--- config.mk ---
export PLATFORM = sky130hd
export DESIGN_NAME = count_seq_monitor_flat
export DESIGN_NICKNAME = d
export VERILOG_FILES = /design/src/rtl/count_seq_monitor_pkg.sv /design/src/rtl/count_seq_monitor_if.sv /design/src/rtl/count_seq_monitor_sat.sv /design/src/rtl/count_seq_monitor.sv /design/src/flat_wrapper.sv
export SDC_FILE = /design/constraint.sdc
export NUM_CORES = 1
export LEC_CHECK = 0
export CAP_MARGIN = 25
export CORE_MARGIN = 8
export CORE_UTILIZATION = 53
export CTS_CLUSTER_DIAMETER = 100
export DETAILED_ROUTE_END_ITERATION = 8
export PLACE_DENSITY = 0.77
export SETUP_SLACK_MARGIN = 0.15
export SKIP_CTS_REPAIR_TIMING = 1
export SYNTH_ARGS = -nofsm -noshare
export SYNTH_HDL_FRONTEND = slang
export SYNTH_SLANG_ARGS = --single-unit
--- constraint.sdc ---
create_clock -name clk -period 2.7 [get_ports clk]
set_clock_uncertainty 0.1 [all_clocks]
set_input_delay 0.405 -clock clk [delete_from_list [all_inputs] [get_ports clk]]
set_output_delay 0.405 -clock clk [all_outputs]
set_load 0.1 [all_outputs]
--- src/rtl/count_seq_monitor_pkg.sv ---
// Shared types and default parameters for the count sequence monitor.
package count_seq_mon_pkg;

   // Monitor lock state.
   typedef enum logic [1:0] {
      StIdle    = 2'b00,
      StAcquire = 2'b01,
      StLocked  = 2'b10
   } state_e;

   localparam int unsigned DefWidth     = 4;
   localparam int unsigned DefLockCount = 2;
   localparam int unsigned DefErrCntW   = 8;
   localparam int unsigned DefWrapCntW  = 8;

endpackage

--- src/rtl/count_seq_monitor_if.sv ---
// Sample/status bundle between the consumer and the count sequence monitor.
interface count_seq_monitor_if #(
   parameter int unsigned WIDTH      = 4,
   parameter int unsigned ERR_CNT_W  = 8,
   parameter int unsigned WRAP_CNT_W = 8
) ();

   logic                  clr;
   logic                  en;
   logic [WIDTH-1:0]      count_in;
   logic                  locked;
   logic                  err_pulse;
   logic                  wrap_pulse;
   logic [ERR_CNT_W-1:0]  err_count;
   logic [WRAP_CNT_W-1:0] wrap_count;
   logic [WIDTH-1:0]      expected;

   // Consumer side: drives samples and control, observes status.
   modport master (
      output clr, en, count_in,
      input  locked, err_pulse, wrap_pulse, err_count, wrap_count, expected
   );

   // Monitor side.
   modport slave (
      input  clr, en, count_in,
      output locked, err_pulse, wrap_pulse, err_count, wrap_count, expected
   );

endinterface

--- src/rtl/count_seq_monitor_sat.sv ---
// Saturating event counter: counts inc requests, sticks at all-ones.
module sat_event_counter #(
   parameter int unsigned W = 8
) (
   input  logic         clk,
   input  logic         rst,
   input  logic         clr,
   input  logic         inc,
   output logic [W-1:0] count
);

   logic [W-1:0] count_q, count_d;

   // Next count: clear wins, otherwise increment unless already saturated.
   always_comb begin
      count_d = count_q;
      if (clr) begin
         count_d = '0;
      end else if (inc && (count_q != {W{1'b1}})) begin
         count_d = count_q + W'(1);
      end
   end

   // Count register.
   always_ff @(posedge clk or negedge rst) begin
      if (!rst) begin
         count_q <= '0;
      end else begin
         count_q <= count_d;
      end
   end

   assign count = count_q;

endmodule

--- src/rtl/count_seq_monitor.sv ---
// Checks that a counter stream advances by +1 mod 2^WIDTH, locks onto it,
// and reports sequence errors and rollovers as pulses and saturating totals.
module count_seq_monitor
   import count_seq_mon_pkg::*;
#(
   parameter int unsigned WIDTH      = DefWidth,
   parameter int unsigned LOCK_COUNT = DefLockCount,
   parameter int unsigned ERR_CNT_W  = DefErrCntW,
   parameter int unsigned WRAP_CNT_W = DefWrapCntW
) (
   input logic              clk,
   input logic              rst,
   count_seq_monitor_if.slave mon
);

   localparam logic [3:0] LockCnt = 4'(LOCK_COUNT);

   state_e           state_q, state_d;
   logic [WIDTH-1:0] prev_q, prev_d;
   logic [WIDTH-1:0] exp_q, exp_d;
   logic [3:0]       match_cnt_q, match_cnt_d;
   logic             locked_q, locked_d;
   logic             err_pulse_q, err_pulse_d;
   logic             wrap_pulse_q, wrap_pulse_d;
   logic             err_ev, wrap_ev;
   logic [WIDTH-1:0] prev_inc;
   logic             is_inc;

   assign prev_inc = prev_q + WIDTH'(1);
   assign is_inc   = (mon.count_in == prev_inc);

   // Next-state and event decode; clear beats the sample qualifier.
   always_comb begin
      state_d     = state_q;
      prev_d      = prev_q;
      exp_d       = exp_q;
      match_cnt_d = match_cnt_q;
      err_ev      = 1'b0;
      wrap_ev     = 1'b0;
      if (mon.clr) begin
         state_d     = StIdle;
         prev_d      = '0;
         exp_d       = WIDTH'(1);
         match_cnt_d = '0;
      end else if (mon.en) begin
         prev_d = mon.count_in;
         exp_d  = mon.count_in + WIDTH'(1);
         unique case (state_q)
            StIdle: begin
               state_d     = StAcquire;
               match_cnt_d = '0;
            end
            StAcquire: begin
               if (is_inc) begin
                  if (match_cnt_q + 4'd1 == LockCnt) begin
                     state_d     = StLocked;
                     match_cnt_d = '0;
                  end else begin
                     match_cnt_d = match_cnt_q + 4'd1;
                  end
               end else begin
                  match_cnt_d = '0;
               end
            end
            StLocked: begin
               if (is_inc) begin
                  wrap_ev = (prev_q == {WIDTH{1'b1}});
               end else begin
                  err_ev      = 1'b1;
                  state_d     = StAcquire;
                  match_cnt_d = '0;
               end
            end
            default: begin
               state_d     = StIdle;
               match_cnt_d = '0;
            end
         endcase
      end
      err_pulse_d  = err_ev;
      wrap_pulse_d = wrap_ev;
      locked_d     = (state_d == StLocked);
   end

   // FSM state and registered status outputs.
   always_ff @(posedge clk or negedge rst) begin
      if (!rst) begin
         state_q      <= StIdle;
         prev_q       <= '0;
         exp_q        <= WIDTH'(1);
         match_cnt_q  <= '0;
         locked_q     <= 1'b0;
         err_pulse_q  <= 1'b0;
         wrap_pulse_q <= 1'b0;
      end else begin
         state_q      <= state_d;
         prev_q       <= prev_d;
         exp_q        <= exp_d;
         match_cnt_q  <= match_cnt_d;
         locked_q     <= locked_d;
         err_pulse_q  <= err_pulse_d;
         wrap_pulse_q <= wrap_pulse_d;
      end
   end

   sat_event_counter #(
      .W(ERR_CNT_W)
   ) u_err_cnt (
      .clk  (clk),
      .rst  (rst),
      .clr  (mon.clr),
      .inc  (err_ev),
      .count(mon.err_count)
   );

   sat_event_counter #(
      .W(WRAP_CNT_W)
   ) u_wrap_cnt (
      .clk  (clk),
      .rst  (rst),
      .clr  (mon.clr),
      .inc  (wrap_ev),
      .count(mon.wrap_count)
   );

   assign mon.locked     = locked_q;
   assign mon.err_pulse  = err_pulse_q;
   assign mon.wrap_pulse = wrap_pulse_q;
   assign mon.expected   = exp_q;

endmodule

--- src/flat_wrapper.sv ---
// flat-port wrapper written by rule: the top's interface ports become plain ports
module count_seq_monitor_flat import count_seq_mon_pkg::*;
#(
   parameter int unsigned WIDTH      = DefWidth,
   parameter int unsigned LOCK_COUNT = DefLockCount,
   parameter int unsigned ERR_CNT_W  = DefErrCntW,
   parameter int unsigned WRAP_CNT_W = DefWrapCntW
)
  (clk, rst, mon_clr, mon_en, mon_count_in, mon_locked, mon_err_pulse, mon_wrap_pulse, mon_err_count, mon_wrap_count, mon_expected);
  count_seq_monitor_if #(.WIDTH(WIDTH), .ERR_CNT_W(ERR_CNT_W), .WRAP_CNT_W(WRAP_CNT_W)) mon_i ();
  input logic clk;
  input logic rst;
  input wire logic [$bits(mon_i.clr)-1:0] mon_clr;
  input wire logic [$bits(mon_i.en)-1:0] mon_en;
  input wire logic [$bits(mon_i.count_in)-1:0] mon_count_in;
  output wire logic [$bits(mon_i.locked)-1:0] mon_locked;
  output wire logic [$bits(mon_i.err_pulse)-1:0] mon_err_pulse;
  output wire logic [$bits(mon_i.wrap_pulse)-1:0] mon_wrap_pulse;
  output wire logic [$bits(mon_i.err_count)-1:0] mon_err_count;
  output wire logic [$bits(mon_i.wrap_count)-1:0] mon_wrap_count;
  output wire logic [$bits(mon_i.expected)-1:0] mon_expected;
  assign mon_i.clr = mon_clr;
  assign mon_i.en = mon_en;
  assign mon_i.count_in = mon_count_in;
  assign mon_locked = mon_i.locked;
  assign mon_err_pulse = mon_i.err_pulse;
  assign mon_wrap_pulse = mon_i.wrap_pulse;
  assign mon_err_count = mon_i.err_count;
  assign mon_wrap_count = mon_i.wrap_count;
  assign mon_expected = mon_i.expected;
  count_seq_monitor #(.WIDTH(WIDTH), .LOCK_COUNT(LOCK_COUNT), .ERR_CNT_W(ERR_CNT_W), .WRAP_CNT_W(WRAP_CNT_W)) u_core (.clk(clk), .rst(rst), .mon(mon_i));
endmodule
==> results of run 1 <==
## final timing paths
check	startpoint	endpoint	slack, ps
max in group asynchronous	rst	u_core.mon.expected[0]	1820
setup reg to reg	u_core.prev_q[0]	u_core.u_wrap_cnt.count[5]	310
setup / recovery	u_core.prev_q[0]	u_core.u_wrap_cnt.count[5]	310
hold reg to reg	u_core.mon.expected[1]	u_core.mon.expected[1]	460
min in group clk	u_core.mon.expected[1]	u_core.mon.expected[1]	460
hold / removal	rst	u_core.u_err_cnt.count[1]	360
## report_power, final
part | internal [W] | switching (W)
logic | 0.0000478 | 0.0000902
clock network | 0.0000991 | 0.000169
registers | 0.000503 | 0.00000791
total | 0.000650 | 0.000267
## cell usage in the layout, fill, tap and decap left out, drive strengths merged, types with 3 or more instances in the layout
master / Yosys / final
o31ai: 5 / 5
nand4: 5 / 5
xor2: 5 / 5
nor4: 5 / 5
nor2: 14 / 14
mux2: 3 / 3
a21oi: 11 / 11
ha: 6 / 6
o21ai: 8 / 8
nand3: 16 / 16
mux2i: 5 / 5
buf: 2 / 36
or4: 3 / 3
a31oi: 3 / 3
dfrtp: 32 / 32
clkbuf: 6 / 6
or3: 5 / 5
clkdlybuf4s50: 0 / 7
nor2b: 6 / 6
clkinv: 1 / 3
inv: 5 / 5
nand2: 17 / 17
and3: 5 / 5
xnor2: 3 / 3
## registers in the layout (all words and copies together) (netlist names)
register,flops
u_core.u_wrap_cnt.count,8
u_core.prev_q,4
u_core.match_cnt_q,4
u_core.mon.err_pulse,1
u_core.state_q,2
u_core.mon.wrap_pulse,1
u_core.mon.expected,4
u_core.mon.locked,1
u_core.u_err_cnt.count,8
## routing by layer
metal	up-vias	part of all wire
li1	808	-
met1	775	0.43
met2	47	0.49
met3	6	0.067
met4	0	0.013
met5	-	0
## critical path: cells and delay by family, from the launching register on
family / cells / cell delay, ps
xor+xnor: 1 / 310
fa+ha+maj: 1 / 250
mux: 1 / 370
simple gates: 3 / 830
flops: 1 / 430
## area by class of cell
class	count	area, sq um
Inverter	6	22.5
Multi-Input combinational cell	149	990
Timing Repair Buffer	43	340
Sequential cell	33	827
Clock inverter	2	10.0
Clock buffer	6	41.3
Fill cell	308	1070
Tap cell	46	57.6
## logic make-up (layout without fill, tap and decap cells)
logic type	count (synthesis)	in the layout	synth area share
muxes	8	8	0.0451
adders and majority gates	6	6	0.0404
xor gates and xnor gates	9	9	0.0538
DFF	33	33	0.445
and+or+nand+nor	86	86	0.248
buffers and inverters	14	57	0.0289
AOI/OAI and AO/OA	40	40	0.139
## stage by stage
stage	setup WS, ps	hold slack [ps]	util	setup TNS, ps	instance area [sq um]
2_1_floorplan	222	9.41	-	0	1860
3_3_place_gp	26.9	408	0.662	0	2230
3_5_place_dp	-55.3	443	0.662	-55.3	2230
4_1_cts	239	359	0.677	0	2280
5_1_grt	169	389	0.680	0	2290
6_report	314	355	0.680	0	2290
==> results by group, run 1 <==
Routing
  • 1st-iter DRT viols: 77
  • Via count: 1636
  • Routed wire per std cell: 15.7 microns
  • Vias/cell: 5.74
  • Routed Antenna Nets: 0
  • Pre-Repair DR Iteration Count: 4
  • Drt drc: 0
  • Drt total wl: 4480 microns

Yosys
  • Synth Instances: 196
  • Count leader, synth: dfrtp_1
  • Avg Inst Size Synth: 9.49 sq um
  • Post-synth EDFFs: 0
  • Register area share after synthesis: 0.445
  • Synth Cell Area: 1860 sq um
  • Ys async rst share: 1.00
  • Commonest register cell after synthesis: dfrtp_1
  • Count of cell types in the netlist: 48
  • Top cells by area, synth: dfrtp_1 43%, nand3_1 4.3%, ha_1 4.0%
  • Post-synth top area cell: dfrtp_1
  • Syn_nets: 210
  • Synth Warn #: 0
  • Flops & latches, synth: 33
  • Commonest cells in the synthesized netlist: 32 x dfrtp_1, 17 x nand2_1, 16 x nand3_1, 14 x nor2_1, 11 x a21oi_1
  • Area share of the largest cell type after synthesis: 0.431

Timing
  • Post-layout min period: 2390 ps
  • Slew of the pin with the lowest slew margin: 480 ps
  • Tcrit/Tclk final: 0.884
  • Count of final max-slew check failures: 0
  • Setup-failing EPs final: 0
  • Rel. slew slack: 0.679
  • Fmax: 419 MHz
  • Final Hold Viols: 0
  • Unrepaired setup endpoints after global routing: no

Clock tree
  • Num CTS Buffers: 5
  • Clock slew seen by the registers of the worst setup and hold paths: 100 ps
  • Root Buffer: clkbuf_4
  • CTS H-Tree Depth: 2
  • Clock tree buffer depth: 2
  • CTS sink cnt: 33
  • TritonCTS clock tree: built
  • Clk_lat worst skew: 340 ps

Global route
  • Met3 Use GR: 0.0426
  • Vias in the first global route: 1637
  • Initial antenna violation count: 0
  • GR Layer Usage met2: 0.301
  • Largest net degree at the start of global routing: 34
  • M1 GR Usage: 0.185
  • Global-route wire length before repair: 7380 microns
  • Grt total ovfl: 0
  • Most used routing layer: met2
  • Overall routing resource usage: 0.172

Die
  • Num ports: 31
  • Starting density of the core: 0.553
  • Cell Rows: 21
  • Die area: 5660 sq um
  • Chip Height: 75.2 microns
  • Die width: 75.2 microns
  • Core area: 3360 sq um

Place
  • Placed cell count: 277
  • Buffers on Ports: 30
  • Final GP Congestion: 0.856
  • Post-DP HPWL: 3280 microns

Setup path
  • CP Cell Sequence: ha_1 -> xnor3_1 -> nand3_1 -> or3_4 -> nor4_2 -> mux2_2
  • Worst path slowest cell: dfrtp_1
  • Setup Crit Path Kind: flip-flop to flip-flop
  • Worst setup EP type: flip-flop
  • Worst endpoint required time: 2840 ps
  • Worst Reg-to-Reg Cells: 6
  • Critical Path AT: 2520 ps
  • Crit path largest cell delay: 430 ps
  • Nature of the critical path startpoint: flip-flop
  • Crit path max fanout: 6

Power and ir drop
  • PwrDens: 401 nW/um^2
  • Total power: 0.000917 W
  • LEAKAGE: 1.04 nW
  • VDD IR-drop max: 0.332 mV

Cells and area
  • Fin cells: 285
  • Share of cells above drive strength 1: 0.218
  • Nets: 252
  • Ant. Diodes: 0
  • Synth-to-layout area growth: 23.1%

Run status
  • Status: complete, no violations

Min path
  • Worst hold path type: input port to async pin

Run
  • Max cap viols: 0
Note: power is estimated with default switching activity, not from simulation.
==> inputs of run 2 (changes only) <==
--- a/config.mk
+++ b/config.mk
@@ -6,7 +6,6 @@
 export NUM_CORES = 1
 export LEC_CHECK = 0
 export CAP_MARGIN = 25
-export CORE_MARGIN = 8
 export CORE_UTILIZATION = 53
 export CTS_CLUSTER_DIAMETER = 100
 export DETAILED_ROUTE_END_ITERATION = 8
==> run 2 against run 1 <==
Register-to-register slack worse by 40 ps. Die area is 34% lower. Non-clock buffer count is 1 lower. Clock-buffer cell count stayed put. Via count is 3.3% higher. Clock power is 2% higher. Power is 0.33% higher. Critical path type unchanged. Largest power group unchanged. Highest routed layer unchanged.
==> results by group, run 2 (synthesis results as in run 1) <==
Die
  • Die width: 61.2 microns (was 75.2 microns)
  • Starting density of the core: 0.557 (was 0.553)
  • Chip Height: 61.2 microns (was 75.2 microns)
  • Cell Rows: 21 (unchanged)
  • Num ports: 31 (unchanged)
  • Core area: 3340 sq um (was 3360 sq um)
  • Die area: 3750 sq um (was 5660 sq um)

Timing
  • Setup-failing EPs final: 0 (unchanged)
  • Final Hold Viols: 0 (unchanged)
  • Slew of the pin with the lowest slew margin: 419 ps (was 480 ps)
  • Post-layout min period: 2420 ps (was 2390 ps)
  • Setup TNS: 0 ps (unchanged)
  • Unrepaired setup endpoints after global routing: no (unchanged)
  • Fmax: 413 MHz (was 419 MHz)
  • Rel. slew slack: 0.721 (was 0.679)
  • Tcrit/Tclk final: 0.897 (was 0.884)
  • Count of final max-slew check failures: 0 (unchanged)

Cells and area
  • Nets: 251 (was 252)
  • Most frequent cells in the layout: 35 x buf_4, 32 x dfrtp_1, 17 x nand2_1 (was 36 x buf_4, 32 x dfrtp_1, 17 x nand2_1)
  • Ant. Diodes: 0 (unchanged)
  • Most common cell after layout, fill and taps aside: buf_4 (unchanged)
  • Synth-to-layout area growth: 22.7% (was 23.1%)
  • Util after Layout: 0.684 (was 0.680)
  • Fin cells: 284 (was 285)
  • Share of cells above drive strength 1: 0.214 (was 0.218)

Run status
  • Status: complete, no violations (unchanged)

Global route
  • Vias in the first global route: 1562 (was 1637)
  • M1 GR Usage: 0.336 (was 0.185)
  • Met3 Use GR: 0.0483 (was 0.0426)
  • Initial antenna violation count: 0 (unchanged)
  • Largest net degree at the start of global routing: 34 (unchanged)
  • Global-route wire length before repair: 6960 microns (was 7380 microns)
  • Grt total ovfl: 0 (unchanged)
  • Overall routing resource usage: 0.255 (was 0.172)
  • Most used routing layer: met2 (unchanged)
  • GR Layer Usage met2: 0.408 (was 0.301)

Power and ir drop
  • Logic pwr share: 0.148 (was 0.150)
  • Clock power share: 0.298 (was 0.292)
  • Net Sw Power: 0.000271 W (was 0.000267 W)
  • LEAKAGE: 1.03 nW (was 1.04 nW)
  • Switching share of power: 0.295 (was 0.291)
  • PwrDens: 403 nW/um^2 (was 401 nW/um^2)
  • Reg power frac: 0.555 (was 0.557)
  • Internal Power: 0.000649 W (was 0.000650 W)
  • VDD IR-drop max: 0.269 mV (was 0.332 mV)

Min path
  • Worst hold path type: input port to async pin (unchanged)

Clock tree
  • CTS sink cnt: 33 (unchanged)
  • Clk_lat worst skew: 340 ps (about the same)
  • Root Buffer: clkbuf_4 (unchanged)
  • Clock slew seen by the registers of the worst setup and hold paths: 110 ps (was 100 ps)
  • TritonCTS clock tree: built (unchanged)
  • Clock tree buffer depth: 2 (unchanged)
  • Num CTS Buffers: 5 (unchanged)
  • CTS H-Tree Depth: 2 (unchanged)

Setup path
  • CP Launch Point: u_core.prev_q[0] (unchanged)
  • Worst endpoint required time: 2830 ps (was 2840 ps)
  • Critical Path AT: 2550 ps (was 2520 ps)
  • Worst setup path end: u_core.u_wrap_cnt.count[5] (unchanged)
  • Nature of the critical path startpoint: flip-flop (unchanged)
  • Setup slack, reg-to-reg: 280 ps (was 310 ps)
  • Crit path max fanout: 5 (was 6)
  • Worst R2R End: u_core.u_wrap_cnt.count[5] (unchanged)
  • Worst setup EP type: flip-flop (unchanged)
  • Setup Crit Path Kind: flip-flop to flip-flop (unchanged)
  • Worst Reg-to-Reg Cells: 6 (unchanged)
  • R2R Path Start: u_core.prev_q[0] (unchanged)

Place
  • Buffers on Ports: 30 (unchanged)
  • Post-DP HPWL: 2920 microns (was 3280 microns)
  • Placed cell count: 276 (was 277)
  • Final GP Congestion: 0.828 (was 0.856)

Routing
  • 1st-iter DRT viols: 101 (was 77)
  • Routed wire per std cell: 14.6 microns (was 15.7 microns)
  • Drt total wl: 4150 microns (was 4480 microns)
  • Drt drc: 0 (unchanged)
  • Vias/cell: 5.95 (was 5.74)
  • Routed Antenna Nets: 0 (unchanged)
  • Pre-Repair DR Iteration Count: 4 (unchanged)
  • Via count: 1690 (was 1636)

Run
  • Max cap viols: 0 (unchanged)
## run 2: cell types whose count changed in the layout (fill, tap and decap cells not counted)
cell   delta
buf_4     -1
## run 2: how the worst min path moves through the flow
stage,depth (start not counted),slack [ps],to
2_1_floorplan,0,9,u_core.match_cnt_q[0]
3_3_place_gp,2,410,u_core.mon.expected[1]
3_5_place_dp,2,440,u_core.mon.expected[1]
4_1_cts,2,370,u_core.mon.err_pulse
5_1_grt,2,390,u_core.mon.err_pulse
6_report,2,350,u_core.match_cnt_q[3]
## run 2: power by group through the flow
stage,Sequential (W),Combinational (W),Clock [W]
finish,0.000510,0.000136,0.000274
global route,0.000512,0.000149,0.000297
CTS,0.000510,0.000137,0.000278
detailed placement,0.000520,0.000137,0
global placement,0.000520,0.000134,0
floorplan,0.000550,0.0000520,0
## run 2: cell type report
type	count	area (sq um)
clock buffers	6	41.3
clock inverters	2	10.0
fillers	281	1060
inverters	6	22.5
multi-input cells	149	990
flip-flops and latches	33	827
well taps	46	57.6
repair buffers	42	333
## run 2: per-layer routing
| metal | part of all wire | routed length [microns] | vias to the layer above |
|---|---|---|---|
| met2 | 0.50 | 2060 | 54 |
| met4 | 0.017 | 71 | 0 |
| met5 | 0 | 0 | - |
| li1 | - | - | 809 |
| met3 | 0.047 | 194 | 8 |
| met1 | 0.44 | 1820 | 819 |
## run 2: per-stage QoR
stage / instance area (sq um) / total power (W) / hold WS (ps) / setup WS [ps]
after floorplan: 1860 / 0.000602 / 9.41 / 222
final: 2280 / 0.000920 / 346 / 277
after detailed placement: 2220 / 0.000657 / 436 / 29.8
after CTS: 2270 / 0.000925 / 370 / 265
after global placement: 2220 / 0.000654 / 410 / 51.3
after global routing: 2280 / 0.000958 / 389 / 139
## run 2: worst max-delay path: stages, from the launching register on
cell and delay, ps:
dfrtp_1 440, ha_1 320, xnor2_1 200, nand3_1 120, or3_4 420, nor4_2 330
mux2_2 370
==> inputs of run 3 (changes only) <==
--- a/config.mk
+++ b/config.mk
@@ -8,8 +8,10 @@
 export CAP_MARGIN = 25
 export CORE_UTILIZATION = 53
 export CTS_CLUSTER_DIAMETER = 100
+export CTS_CLUSTER_SIZE = 25
 export DETAILED_ROUTE_END_ITERATION = 8
-export PLACE_DENSITY = 0.77
+export HOLD_SLACK_MARGIN = 0.06
+export PLACE_DENSITY = 0.8
 export SETUP_SLACK_MARGIN = 0.15
 export SKIP_CTS_REPAIR_TIMING = 1
 export SYNTH_ARGS = -nofsm -noshare
==> run 3 against run 2 <==
Final area up 0.66%. Routed wire length increased by 1.6%. Global-route usage shrank 0.73 points. Combinational power hardly changed. Power rose by 5.0%. Clock power up 16%. Fmax is 1.3% lower. Sequential cell count stayed put. Clock-buffer cell count increased by 1. Critical path type unchanged. Largest cell class unchanged.
==> results by group, run 3 (synthesis results as in run 1) <==
Routing
  • Routed wire per std cell: 14.8 microns (was 14.6 microns)
  • Pre-Repair DR Iteration Count: 4 (unchanged)
  • Drt total wl: 4220 microns (was 4150 microns)
  • 1st-iter DRT viols: 80 (was 101)
  • Vias/cell: 5.96 (was 5.95)
  • Drt drc: 0 (unchanged)
  • Via count: 1700 (was 1690)
  • Routed Antenna Nets: 0 (unchanged)

Die
  • Chip Height: 61.2 microns (unchanged)
  • Starting density of the core: 0.557 (unchanged)
  • Num ports: 31 (unchanged)
  • Cell Rows: 21 (unchanged)
  • Core area: 3340 sq um (unchanged)
  • Die area: 3750 sq um (unchanged)
  • Die width: 61.2 microns (unchanged)

Place
  • Post-DP HPWL: 3090 microns (was 2920 microns)
  • Buffers on Ports: 30 (unchanged)
  • Final GP Congestion: 0.854 (was 0.828)

Setup path
  • Critical Path AT: 2590 ps (was 2550 ps)
  • Setup Crit Path Kind: flip-flop to flip-flop (unchanged)
  • Worst endpoint required time: 2840 ps (was 2830 ps)
  • Crit path max fanout: 6 (was 5)
  • Nature of the critical path startpoint: flip-flop (unchanged)
  • Worst setup EP type: flip-flop (unchanged)

Timing
  • Setup TNS: 0 ps (unchanged)
  • Post-layout min period: 2450 ps (was 2420 ps)
  • Unrepaired setup endpoints after global routing: no (unchanged)
  • Rel. slew slack: 0.651 (was 0.721)
  • Count of final max-slew check failures: 0 (unchanged)
  • Setup-failing EPs final: 0 (unchanged)
  • Final Hold Viols: 0 (unchanged)
  • Slew of the pin with the lowest slew margin: 522 ps (was 419 ps)
  • Tcrit/Tclk final: 0.909 (was 0.897)
  • Fmax: 408 MHz (was 413 MHz)

Global route
  • Global-route wire length before repair: 6790 microns (was 6960 microns)
  • Overall routing resource usage: 0.248 (was 0.255)
  • Initial antenna violation count: 0 (unchanged)
  • Largest net degree at the start of global routing: 34 (unchanged)
  • Vias in the first global route: 1587 (was 1562)
  • Grt total ovfl: 0 (unchanged)

Cells and area
  • Reg area: 827 sq um (unchanged)
  • Most frequent cells in the layout: 36 x buf_4, 32 x dfrtp_1, 17 x nand2_1 (was 35 x buf_4, 32 x dfrtp_1, 17 x nand2_1)
  • Synth-to-layout area growth: 23.5% (was 22.7%)
  • Number of fillers in the final layout: 287 (was 281)
  • Nets: 252 (was 251)
  • Share of cells above drive strength 1: 0.213 (was 0.214)
  • Ant. Diodes: 0 (unchanged)
  • Most common cell after layout, fill and taps aside: buf_4 (unchanged)
  • Multi-input gate area: 978 sq um (was 990 sq um)

Clock tree
  • Root Buffer: clkbuf_4 (unchanged)
  • TritonCTS clock tree: built (unchanged)
  • Clock slew seen by the registers of the worst setup and hold paths: 100 ps (was 110 ps)
  • Clock tree buffer depth: 2 (unchanged)
  • CTS H-Tree Depth: 2 (unchanged)
  • Num CTS Buffers: 5 (unchanged)
  • Clk_lat worst skew: 340 ps (about the same)
  • CTS sink cnt: 33 (unchanged)

Power and ir drop
  • Total power: 0.000966 W (was 0.000920 W)
  • PwrDens: 421 nW/um^2 (was 403 nW/um^2)
  • LEAKAGE: 1.05 nW (was 1.03 nW)
  • VDD IR-drop max: 0.325 mV (was 0.269 mV)

Run
  • Max cap viols: 0 (unchanged)

Run status
  • Status: complete, no violations (unchanged)

Min path
  • Worst hold path type: input port to async pin (unchanged)
run 3: cell types whose count changed in the layout (fill, tap and decap cells not counted), sizes merged:
cell | before | now
clkinv | 3 | 2
clkbuf | 6 | 7
buf | 35 | 36
run 3: final cells by class:
cell class	instances	share of cell area
Multi-Input combinational cell	149	0.426
Sequential cell	33	0.360
Timing Repair Buffer	43	0.148
Clock buffer	7	0.0283
Tap cell	46	0.0251
Inverter	6	0.00981
Clock inverter	1	0.00218
run 3: per-stage QoR:
stage	worst slack [ps]	util	hold slack, ps	cells	area (sq um)
finish	246	0.688	363	285	2300
global route	151	0.688	391	285	2300
CTS	255	0.688	366	285	2300
detailed placement	11.4	0.667	440	277	2230
global placement	15.1	0.667	410	277	2230
floorplan	222	-	9.41	196	1860
run 3: worst max-delay path: stages (launching register included):
cell and delay (ps):
dfrtp_1 440, ha_1 250, xnor3_1 290, nand3_1 100
or3_1 460, nor4_1 340, mux2_2 370
run 3: final timing paths:
check                                            start                          to  slack (ps)  cells after the start
worst max-delay path                  u_core.prev_q[0]  u_core.u_wrap_cnt.count[5]         250                      6
worst min-delay path                               rst           u_core.state_q[0]         360                      2
worst max register to register        u_core.prev_q[0]  u_core.u_wrap_cnt.count[5]         250                      6
worst min register to register  u_core.mon.expected[0]      u_core.mon.expected[0]         460                      2
max in group asynchronous                          rst      u_core.mon.expected[0]        1810                      2
min in group clk                u_core.mon.expected[0]      u_core.mon.expected[0]         460                      2
run 3: metal layers:
metal  GRT usage  vias to the layer above  part of all wire
li1            -                      811                 -
met1       0.298                      831              0.43
met2       0.424                       53              0.51
met3      0.0630                        5             0.047
met4       0.104                        0             0.012
met5           0                        -                 0
run 3: where the power goes:
group          switching (W)  total [W]  internal, W  leakage (nW)
Clock               0.000168   0.000318     0.000151        0.0413
Sequential        0.00000791   0.000511     0.000503         0.451
Combinational      0.0000887   0.000137    0.0000478         0.555
